## config.mk

```make
export PLATFORM = sky130hd
export DESIGN_NAME = wb_stage
export DESIGN_NICKNAME = d
export VERILOG_FILES = /design/src/rtl/wb_pkg.sv /design/src/rtl/load_align.sv /design/src/rtl/wb_stage.sv
export SDC_FILE = /design/constraint.sdc
export NUM_CORES = 1
export LEC_CHECK = 0
export CAP_MARGIN = 25
export CORE_AREA = 5 5 132 134
export DETAILED_ROUTE_END_ITERATION = 8
export DIE_AREA = 0 0 137 139
export HOLD_SLACK_MARGIN = 0.03
export PLACE_DENSITY = 0.81
export SYNTH_ARGS = -nofsm -noshare
export SYNTH_HDL_FRONTEND = slang
export SYNTH_SLANG_ARGS = --single-unit
```

## constraint.sdc

```tcl
create_clock -name clk -period 5.4 [get_ports clk]
set_input_delay 1.62 -clock clk [delete_from_list [all_inputs] [get_ports clk]]
set_output_delay 1.62 -clock clk [all_outputs]
set_load 0.03 [all_outputs]
```

## src/rtl/wb_pkg.sv

```systemverilog
// Shared types and constants for the write-back stage: load size encodings,
// exception/GPR limits and the MEM/WB pipeline register layout.
package wb_pkg;

  typedef enum logic [1:0] {
    MRT_BYTE = 2'b00,
    MRT_HALF = 2'b01,
    MRT_WORD = 2'b10,
    MRT_RSVD = 2'b11
  } mrt_size_e;

  localparam int         MRT_UNSIGNED_BIT = 2;
  localparam logic [3:0] EXC_NONE         = 4'd0;
  localparam logic [6:0] GPR_LIMIT        = 7'd32;

  typedef struct packed {
    logic        valid;
    logic        memtoreg;
    logic        regwrite;
    logic        hilo_we;
    logic [2:0]  rtype;
    logic [6:0]  waddr;
    logic [31:0] aluout;
    logic [31:0] memword;
    logic [63:0] hilo_data;
    logic [31:0] pc;
  } mw_reg_t;

endpackage

```

## src/rtl/load_align.sv

```systemverilog
// Selects the byte/half/word addressed by a load from the raw 32-bit memory
// word and sign- or zero-extends it to 32 bits. Purely combinational.
module load_align
  import wb_pkg::*;
(
  input  logic [31:0] i_memword,
  input  logic [1:0]  i_addr,
  input  logic [2:0]  i_rtype,
  output logic [31:0] o_data
);

  logic [7:0]  w_byte;
  logic [15:0] w_half;
  logic        w_zext;

  assign w_zext = i_rtype[MRT_UNSIGNED_BIT];

  always_comb begin
    w_byte = i_memword[7:0];
    case (i_addr)
      2'd0: w_byte = i_memword[7:0];
      2'd1: w_byte = i_memword[15:8];
      2'd2: w_byte = i_memword[23:16];
      2'd3: w_byte = i_memword[31:24];
      default: w_byte = i_memword[7:0];
    endcase
  end

  // Misaligned halves trap upstream, so only addr[1] picks the lane.
  assign w_half = i_addr[1] ? i_memword[31:16] : i_memword[15:0];

  always_comb begin
    o_data = i_memword;
    case (mrt_size_e'(i_rtype[1:0]))
      MRT_BYTE: o_data = {{24{~w_zext & w_byte[7]}}, w_byte};
      MRT_HALF: o_data = {{16{~w_zext & w_half[15]}}, w_half};
      default:  o_data = i_memword;
    endcase
  end

endmodule

```

## src/rtl/wb_stage.sv

```systemverilog
// Write-back stage: MEM/WB register, load alignment, GPR and HI/LO commit.
// Optional trace ports are enabled by defining WB_TRACE_EN.
module wb_stage
  import wb_pkg::*;
(
  input  logic        clk,
  input  logic        aresetn,
  input  logic        stall,
  input  logic        flush,
  input  logic        MemtoRegW,
  input  logic        RegWriteW,
  input  logic        HI_LO_write_enableW,
  input  logic        is_ds_out,
  input  logic [31:0] ALUoutW,
  input  logic [31:0] Memdata,
  input  logic [2:0]  MemReadTypeW,
  input  logic [6:0]  WriteRegisterW,
  input  logic [63:0] HI_LO_dataW,
  input  logic [31:0] PCout,
  input  logic [3:0]  exception_out,
  output logic        rf_we,
  output logic [4:0]  rf_waddr,
  output logic [31:0] rf_wdata,
  output logic [31:0] hi,
  output logic [31:0] lo,
  output logic        wb_valid
`ifdef WB_TRACE_EN
  ,
  output logic [31:0] debug_wb_pc,
  output logic [3:0]  debug_wb_rf_wen,
  output logic [4:0]  debug_wb_rf_wnum,
  output logic [31:0] debug_wb_rf_wdata
`endif
);

  mw_reg_t     r_mw;
  mw_reg_t     w_mw_next;
  logic [31:0] r_hi;
  logic [31:0] r_lo;
  logic [31:0] w_load;
  logic        w_hilo_live;
  logic        w_unused_ds;

  assign w_unused_ds = is_ds_out;

  // Pipeline advance: flush or stall loads a bubble; otherwise the MEM
  // instruction enters WB exactly once, on the cycle stall is low.
  always_comb begin
    w_mw_next = '0;
    if (!flush && !stall) begin
      w_mw_next.valid     = (exception_out == EXC_NONE);
      w_mw_next.memtoreg  = MemtoRegW;
      w_mw_next.regwrite  = RegWriteW;
      w_mw_next.hilo_we   = HI_LO_write_enableW;
      w_mw_next.rtype     = MemReadTypeW;
      w_mw_next.waddr     = WriteRegisterW;
      w_mw_next.aluout    = ALUoutW;
      w_mw_next.memword   = Memdata;
      w_mw_next.hilo_data = HI_LO_dataW;
      w_mw_next.pc        = PCout;
    end
  end

  assign w_hilo_live = r_mw.valid & r_mw.hilo_we;

  always_ff @(posedge clk) begin
    if (!aresetn) begin
      r_mw <= '0;
      r_hi <= '0;
      r_lo <= '0;
    end else begin
      r_mw <= w_mw_next;
      if (w_hilo_live) begin
        r_hi <= r_mw.hilo_data[63:32];
        r_lo <= r_mw.hilo_data[31:0];
      end
    end
  end

  load_align u_load_align (
    .i_memword (r_mw.memword),
    .i_addr    (r_mw.aluout[1:0]),
    .i_rtype   (r_mw.rtype),
    .o_data    (w_load)
  );

  assign rf_we    = r_mw.valid & r_mw.regwrite & (r_mw.waddr < GPR_LIMIT) &
                    (r_mw.waddr[4:0] != 5'd0);
  assign rf_waddr = r_mw.waddr[4:0];
  assign rf_wdata = r_mw.memtoreg ? w_load : r_mw.aluout;
  assign wb_valid = r_mw.valid;

  assign hi = w_hilo_live ? r_mw.hilo_data[63:32] : r_hi;
  assign lo = w_hilo_live ? r_mw.hilo_data[31:0]  : r_lo;

`ifdef WB_TRACE_EN
  assign debug_wb_pc       = r_mw.valid ? r_mw.pc : 32'd0;
  assign debug_wb_rf_wen   = {4{rf_we}};
  assign debug_wb_rf_wnum  = r_mw.valid ? rf_waddr : 5'd0;
  assign debug_wb_rf_wdata = r_mw.valid ? rf_wdata : 32'd0;
`endif

endmodule

```

==> metrics.cfg, run 1 <==
[synthesis]
syn-cell-area_um2=7461
ys_async_sr_fraction=0
ys.flop_type=dfxtp_1
syn_avg_cell_area_um2=10.83
syn_inst=689
synth_nets=871
ys_seq_elements=206
seq_area_frac_synth=0.5527
synth_cell_types=34
ys_warn_count=0
synth-edff-count=0

[route]
avgViaCountPerCell=4.788
wl_um=18830
route.detailed.drc=0
vias=5530
drt_iter0_markers=247
wire_per_inst_um=16.30
antenna_left=0
drt_first_pass_iters=5

[die]
die_area_um2=19040
start_util=0.4614
die_width_um=137
coreArea_um2=16170
ios=285
rows=47
fp.dieH_um=139

[sta]
finalSetupViolCount=0
finalHoldViolCount=0
fin_worst_skew_ns=0.008496
drv_slew=0
relSlewSlack=0.4324
worst_pin_slew_ns=0.8514
tns_ns=0
max_freq_mhz=216.9
fin_crit_sh=0.8536
timing.final.crit_period_ns=4.609
rsz0062_at_grt=false

[finish]
fin_util=0.6653
final_common_cell=clkdlybuf4s50_1
nNetsFinal=1101
diodes=0
layout.cells.non_filler=1155
area_growth_pct=44.21
nFillCells=1256
final_cell_mix=251 x clkdlybuf4s50_1, 206 x and2_1, 204 x dfxtp_1
final_layout_size_suffix_gt1_frac=0.1412

[critical_path]
path_class=reg -> out
cpPeakStageDelay_ns=0.73
critPathTopFamily=buffers and inverters
crit_path_end_kind=primary output
critPathArrivalTime_ns=2.99
worstSetupStartpointType=register
cp_data_required_time_ns=3.78
worstPathMaxFanout=15
crit_chain=nor2b_1 -> buf_4 -> a22o_1 -> a222oi_1 -> a21oi_1 -> clkdlybuf4s50_1
slowest_stage=clkdlybuf4s50_1
cp_num_buf_inv=2

[global_route]
grt_overflow=0
grt.total_usage=0.1925
antenna_found_initial=2
grt_max_degree=75
grt_pass1_vias=5608
grt_pass1_wl_um=29390

[clocking]
hold_buffers=0
numCtsBuffers=22
cts.clk_slew.worst_paths_ns=0.06
cts_resized=0
clock_latency_ns=0.49
clockBufferDepth=3
cts_root_buf=clkbuf_16
cts.sinks=206
cts_tree=built
cts_max_level=1
post_cts_buffers=0

[power]
power.density_nw_per_um2=299.1
leakage_nw=4.290
max-vdd-ir-drop_mv=0.2119

[placed_design]
dpl.hpwl_um=13360
gp_congestion=0.8084
portBuffers=251
post-place-cells=1115

[worst_hold_path]
worstHoldPathType=reg -> reg

[flow_run]
cap_violations=0

[run_status]
outcome=finished, final reports clean

==> report_power, final <==
group	total [mW]	switching (mW)	internal, mW
clock network	1.42	0.574	0.847
registers	1.57	0.0168	1.55
logic	0.231	0.0857	0.146
total	3.22	0.677	2.54
==> cells in the mapped netlist, types with 3 or more instances <==
cell type	number	area, um2
and2_1	206	1289
dfxtp_1	206	4124
nor2_1	36	135.1
a211oi_1	6	45.04
buf_4	7	52.55
a31oi_1	8	50.05
nand2_1	21	78.83
a22oi_1	8	60.06
buf_2	10	50.05
buf_6	3	33.78
a222oi_1	6	60.06
a21oi_1	23	115.1
clkbuf_1	31	116.4
mux2_2	69	777.0
a211oi_2	10	125.1
a22o_1	17	148.9
==> logic make-up (layout without fill, tap and decap cells) <==
family                 Yosys count  count (layout)  share of synthesized area
AND/OR/NAND/NOR                273             273                     0.2108
buffers and inverters           53             299                    0.03522
flip-flops                     206             206                     0.5527
AO/OA/AOI/OAI                   85              85                    0.09089
multiplexers                    72              72                     0.1103
==> stage by stage <==
| step | total power, mW | instance area, um2 | hold slack (ns) | worst slack, ns |
|---|---|---|---|---|
| finish | 3.218 | 10760 | 0.5691 | 0.7905 |
| global route | 3.343 | 10760 | 0.5939 | 0.6014 |
| floorplan | 1.685 | 7461 | 0.6953 | 2.053 |
| detailed placement | 1.831 | 10060 | 0.5669 | 1.292 |
| CTS | 3.257 | 10760 | 0.5712 | 0.7591 |
| global placement | 1.829 | 10060 | 0.5604 | 1.293 |
==> metal layers <==
| metal | track usage | routed length, um |
|---|---|---|
| met5 | 0 | 34 |
| met4 | 0.03939 | 316 |
| met3 | 0.08527 | 2109 |
| met2 | 0.3447 | 9394 |
| met1 | 0.2085 | 6978 |
==> state kept, by name, summed over array words and instances (netlist names) <==
name	cells
r_lo	32
r_hi	32
r_mw	136
rf_waddr	5
wb_valid	1
==> worst register-to-register path, delay by kind of cell, from the launching register on <==
kind	cells	cell delay, ns
muxes	1	0.49
buffers and inverters	1	0.64
and+or+nand+nor	2	0.22
DFF	1	0.33
==> final cells by class <==
type | instances | area (um2) | share of cell area
inverters | 1 | 6.256 | 0.0005815
flip-flops and latches | 206 | 4126 | 0.3835
clock inverters | 8 | 43.79 | 0.004070
repair buffers | 258 | 2565 | 0.2384
well taps | 220 | 275.3 | 0.02558
multi-input cells | 430 | 3083 | 0.2865
clock buffers | 32 | 659.4 | 0.06129
==> path summary, 6_finish.rpt <==
check / endpoint / start / depth (start not counted) / slack, ns
worst max-delay path: rf_wdata[3] / r_mw[129] / 6 / 0.79
worst min-delay path: r_lo[26] / r_mw[58] / 2 / 0.57
worst max register to register: r_hi[19] / wb_valid / 4 / 3.61
worst min register to register: r_lo[26] / r_mw[58] / 2 / 0.57
Note: power is estimated with default switching activity, not from simulation.
==> run 2, diff against run 1 <==
--- a/config.mk
+++ b/config.mk
@@ -6,11 +6,12 @@
 export NUM_CORES = 1
 export LEC_CHECK = 0
 export CAP_MARGIN = 25
-export CORE_AREA = 5 5 132 134
+export CORE_AREA = 5 5 118 120
 export DETAILED_ROUTE_END_ITERATION = 8
-export DIE_AREA = 0 0 137 139
+export DIE_AREA = 0 0 123 125
+export DONT_BUFFER_PORTS = 1
 export HOLD_SLACK_MARGIN = 0.03
-export PLACE_DENSITY = 0.81
+export PLACE_DENSITY = 0.72
 export SYNTH_ARGS = -nofsm -noshare
 export SYNTH_HDL_FRONTEND = slang
 export SYNTH_SLANG_ARGS = --single-unit
==> metrics.cfg, run 2 (synthesis gave the netlist of run 1 again) <==
[global_route]
grt_max_degree=143
antenna_found_initial=7
grt_pass1_wl_um=24700
grt_overflow=0
grt_pass1_vias=4823
grt.total_usage=0.2009

[power]
total_power_mw=3.183
power.density_nw_per_um2=384.1
leakage_nw=3.400
max-vdd-ir-drop_mv=0.2885

[route]
wl_um=16300
drt_iter0_markers=328
avgViaCountPerCell=5.424
vias=4697
wire_per_inst_um=18.82
drt_first_pass_iters=5
route.detailed.drc=0
antenna_left=0

[critical_path]
worstPathMaxFanout=27
crit_path_end_kind=primary output
critPathTopFamily=compound AO/OA/AOI/OAI gates
worstSetupStartpoint=r_mw[168]
rr_startpoint=wb_valid
crit_chain=buf_4 -> nand2b_1 -> o21ai_1 -> a21oi_4 -> a211oi_1
slowest_stage=dfxtp_1
cp_num_buf_inv=1
cp_data_required_time_ns=3.78
cpPeakStageDelay_ns=0.92
worstSetupStartpointType=register
critPathArrivalTime_ns=2.97
path_class=reg -> out

[clocking]
cts_root_buf=clkbuf_16
clock_latency_ns=0.49
clockBufferDepth=3
cts_resized=0
cts_tree=built
cts_max_level=1
cts.sinks=206
hold_buffers=0
numCtsBuffers=21
post_cts_buffers=0
cts.clk_slew.worst_paths_ns=0.06

[sta]
fin_worst_skew_ns=0.01542
relSlewSlack=0.3045
rsz0062_at_grt=false
worst_pin_slew_ns=1.037
tns_ns=0
drv_slew=0
max_freq_mhz=218.0
holdWs_ns=0.7220
timing.final.crit_period_ns=4.588
finalHoldViolCount=0
finalSetupViolCount=0
fin_crit_sh=0.8496

[finish]
reg_top3=r_mw x136, r_hi x32, r_lo x32
final_layout_size_suffix_gt1_frac=0.1956
final_cell_mix=206 x and2_1, 206 x dfxtp_1, 69 x mux2_2
area_growth_pct=11.07
top_register=r_mw
largest_reg_flops=136
nNetsFinal=853
layout.cells.non_filler=866

[die]
fp.dieH_um=125
rows=42
die_width_um=123
start_util=0.5795
ios=285
die_area_um2=15380
coreArea_um2=12870

[run_status]
outcome=finished, final reports clean

[placed_design]
post-place-cells=823
dpl.hpwl_um=11360
portBuffers=0
gp_congestion=0.8701

[flow_run]
cap_violations=0

[worst_hold_path]
worstHoldPathType=reg -> reg
hp-start=r_lo[18]

## run 2: per-stage QoR
| stage | utilization | cell area, um2 | setup slack, ns |
|---|---|---|---|
| 3_5_place_dp | 0.5832 | 7508 | 1.343 |
| 4_1_cts | 0.6405 | 8247 | 0.8122 |
| 3_3_place_gp | 0.5832 | 7508 | 1.387 |
| 5_1_grt | 0.6436 | 8287 | 0.6390 |
| 6_report | 0.6436 | 8287 | 0.8123 |
| 2_1_floorplan | - | 7461 | 2.053 |
## run 2: worst paths after layout
| path | depth (start not counted) | to | slack [ns] |
|---|---|---|---|
| worst max-delay path | 5 | rf_wdata[17] | 0.81 |
| worst min-delay path | 2 | r_lo[18] | 0.72 |
| worst max register to register | 4 | r_hi[27] | 3.11 |
| worst min register to register | 2 | r_lo[18] | 0.72 |
## run 2: worst min-delay path, stage by stage, from the launching register on
cell     delay (ns)
dfxtp_1        0.30
mux2_2         0.25
and2_1         0.14
## run 2: area by class of cell
class / instances / area, um2
antenna: 5 / 12.51
clock buffer: 25 / 570.5
clock inverter: 12 / 167.7
fill: 1032 / 4588
inverter: 1 / 6.256
multi-input combinational: 430 / 3083
sequential: 206 / 4124
tap: 176 / 220.2
timing repair buffer: 11 / 102.6
## run 2: layer usage
| metal | global-route usage | share of wire | vias up | wire [um] |
|---|---|---|---|---|
| met4 | 0.08534 | 0.036 | 4 | 586 |
| met5 | 0 | 0.0013 | - | 21 |
| met3 | 0.07769 | 0.11 | 46 | 1808 |
| met2 | 0.3442 | 0.50 | 194 | 8106 |
| met1 | 0.2199 | 0.35 | 2191 | 5776 |
| li1 | - | - | 2262 | - |
## run 2: power breakdown
group / switching, mW / internal, mW
clock: 0.569 / 0.947
sequential: 0.0193 / 1.55
combinational: 0.0641 / 0.0362
total: 0.652 / 2.53
==> run 3, diff against run 2 <==
--- a/config.mk
+++ b/config.mk
@@ -6,12 +6,12 @@
 export NUM_CORES = 1
 export LEC_CHECK = 0
 export CAP_MARGIN = 25
-export CORE_AREA = 5 5 118 120
+export CORE_AREA = 5 5 122 124
 export DETAILED_ROUTE_END_ITERATION = 8
-export DIE_AREA = 0 0 123 125
+export DIE_AREA = 0 0 127 129
 export DONT_BUFFER_PORTS = 1
 export HOLD_SLACK_MARGIN = 0.03
-export PLACE_DENSITY = 0.72
+export PLACE_DENSITY = 0.7
 export SYNTH_ARGS = -nofsm -noshare
 export SYNTH_HDL_FRONTEND = slang
 export SYNTH_SLANG_ARGS = --single-unit
==> constraint.sdc (replaced) <==
create_clock -name clk -period 3.68 [get_ports clk]
set_input_delay 1.104 -clock clk [delete_from_list [all_inputs] [get_ports clk]]
set_output_delay 1.104 -clock clk [all_outputs]
set_load 0.03 [all_outputs]
==> metrics.cfg, run 3 (synthesis gave the netlist of run 1 again) <==
[finish]
largest_reg_flops=136
layout.cells.non_filler=887
regArea_um2=4125
top_register=r_mw
nFillCells=1123
area_growth_pct=11.86
multi_input_area_um2=3083
final_layout_size_suffix_gt1_frac=0.2111
final_cell_mix=206 x and2_1, 205 x dfxtp_1, 69 x mux2_2
nNetsFinal=870
reg_top3=r_mw x136, r_hi x32, r_lo x32
final_common_cell=and2_1

[route]
avgViaCountPerCell=5.309
wl_um=16470
wire_per_inst_um=18.56
vias=4709
drt_first_pass_iters=4
antenna_left=0
drt_iter0_markers=247
route.detailed.drc=0

[die]
ios=285
rows=43
start_util=0.5460
die_area_um2=16380
fp.dieH_um=129
coreArea_um2=13670
die_width_um=127

[sta]
worst_pin_slew_ns=0.6773
max_freq_mhz=284.6
relSlewSlack=0.5485
tns_ns=0
fin_worst_skew_ns=0.005673
rsz0062_at_grt=false
timing.final.crit_period_ns=3.514
holdWs_ns=0.7238
finalSetupViolCount=0
fin_crit_sh=0.9550
drv_slew=0
finalHoldViolCount=0

[critical_path]
crit_path_end_kind=primary output
rr_startpoint=wb_valid
worstSetupStartpointType=register
cp_data_required_time_ns=2.58
path_class=reg -> out
worstPathMaxFanout=18
critPathArrivalTime_ns=2.41
worstSetupStartpoint=r_mw[168]

[worst_hold_path]
worstHoldPathType=reg -> reg
hp-start=r_lo[12]

[placed_design]
post-place-cells=845
gp_congestion=0.8829
dpl.hpwl_um=11780
portBuffers=0

[clocking]
cts.sinks=206
cts_root_buf=clkbuf_16
cts_max_level=1
post_cts_buffers=0
clock_latency_ns=0.49
cts_tree=built
numCtsBuffers=21
hold_buffers=0
cts.clk_slew.worst_paths_ns=0.06
cts_resized=0
clockBufferDepth=3

[global_route]
grt_overflow=0
grt.total_usage=0.1911
antenna_found_initial=7
grt_pass1_vias=4774
grt_max_degree=94
grt_pass1_wl_um=25000

[power]
p_clk_frac=0.452
p_sw_uw=949.6
max-vdd-ir-drop_mv=0.4075
p_seq_frac=0.512
power.density_nw_per_um2=537.6
leakage_nw=3.443
p_sw_frac=0.2117
pwr-share-comb=0.035
p_int_mw=3.537

[run_status]
outcome=finished, final reports clean

[flow_run]
cap_violations=0

## run 3: cell types whose count changed in the layout (fill, tap and decap cells not counted)
cell	previous run	this run
buf_12	0	1
clkinv_4	0	1
clkbuf_1	1	4
buf_4	10	27
bufinv_16	4	1
dfxtp_2	0	1
buf_16	1	0
inv_6	2	1
diode_2	5	6
clkbuf_8	3	4
clkinvlp_4	0	2
clkinv_2	6	2
dfxtp_1	206	205
## run 3: layout make-up
type	count	area share
clock inverter	7	0.008696
tap	180	0.02699
clock buffer	29	0.07136
antenna	6	0.001799
multi-input combinational	430	0.3694
inverter	1	0.0007496
sequential	206	0.4943
timing repair buffer	28	0.02669
## run 3: final timing paths
path / depth (start not counted) / slack, ns / end
setup / recovery: 7 / 0.17 / rf_wdata[4]
hold / removal: 2 / 0.72 / r_lo[12]
setup reg to reg: 4 / 1.79 / r_hi[12]
hold reg to reg: 2 / 0.72 / r_lo[12]
## run 3: worst max-delay path: stages, from the launching register on
cell	delay [ns]
dfxtp_1	0.55
buf_4	0.29
nor2b_1	0.06
buf_4	0.19
a22o_1	0.19
a222oi_1	0.30
a21oi_1	0.14
buf_4	0.19
## run 3: power groups by stage
stage / sequential [mW] / clock, mW / combinational [mW]
6_report: 2.30 / 2.03 / 0.159
5_1_grt: 2.30 / 2.18 / 0.172
4_1_cts: 2.30 / 2.08 / 0.161
3_5_place_dp: 2.35 / 0 / 0.159
3_3_place_gp: 2.35 / 0 / 0.156
2_1_floorplan: 2.33 / 0 / 0.140
## run 3: metrics by stage
stage | instance area [um2] | power [mW] | setup WS, ns | util
floorplan | 7461 | 2.473 | 0.8491 | -
global placement | 7661 | 2.502 | 0.6393 | 0.5606
detailed placement | 7661 | 2.507 | 0.5978 | 0.5606
CTS | 8329 | 4.534 | 0.07183 | 0.6095
global route | 8343 | 4.653 | 0.0001856 | 0.6105
finish | 8346 | 4.487 | 0.1657 | 0.6107
## run 3: metal layers
layer / GRT usage / wire [um] / share of wire
met1: 0.2065 / 5861 / 0.36
met2: 0.3337 / 8405 / 0.51
met3: 0.07513 / 1601 / 0.097
met4: 0.08202 / 590 / 0.036
met5: 0 / 7 / 0.00043
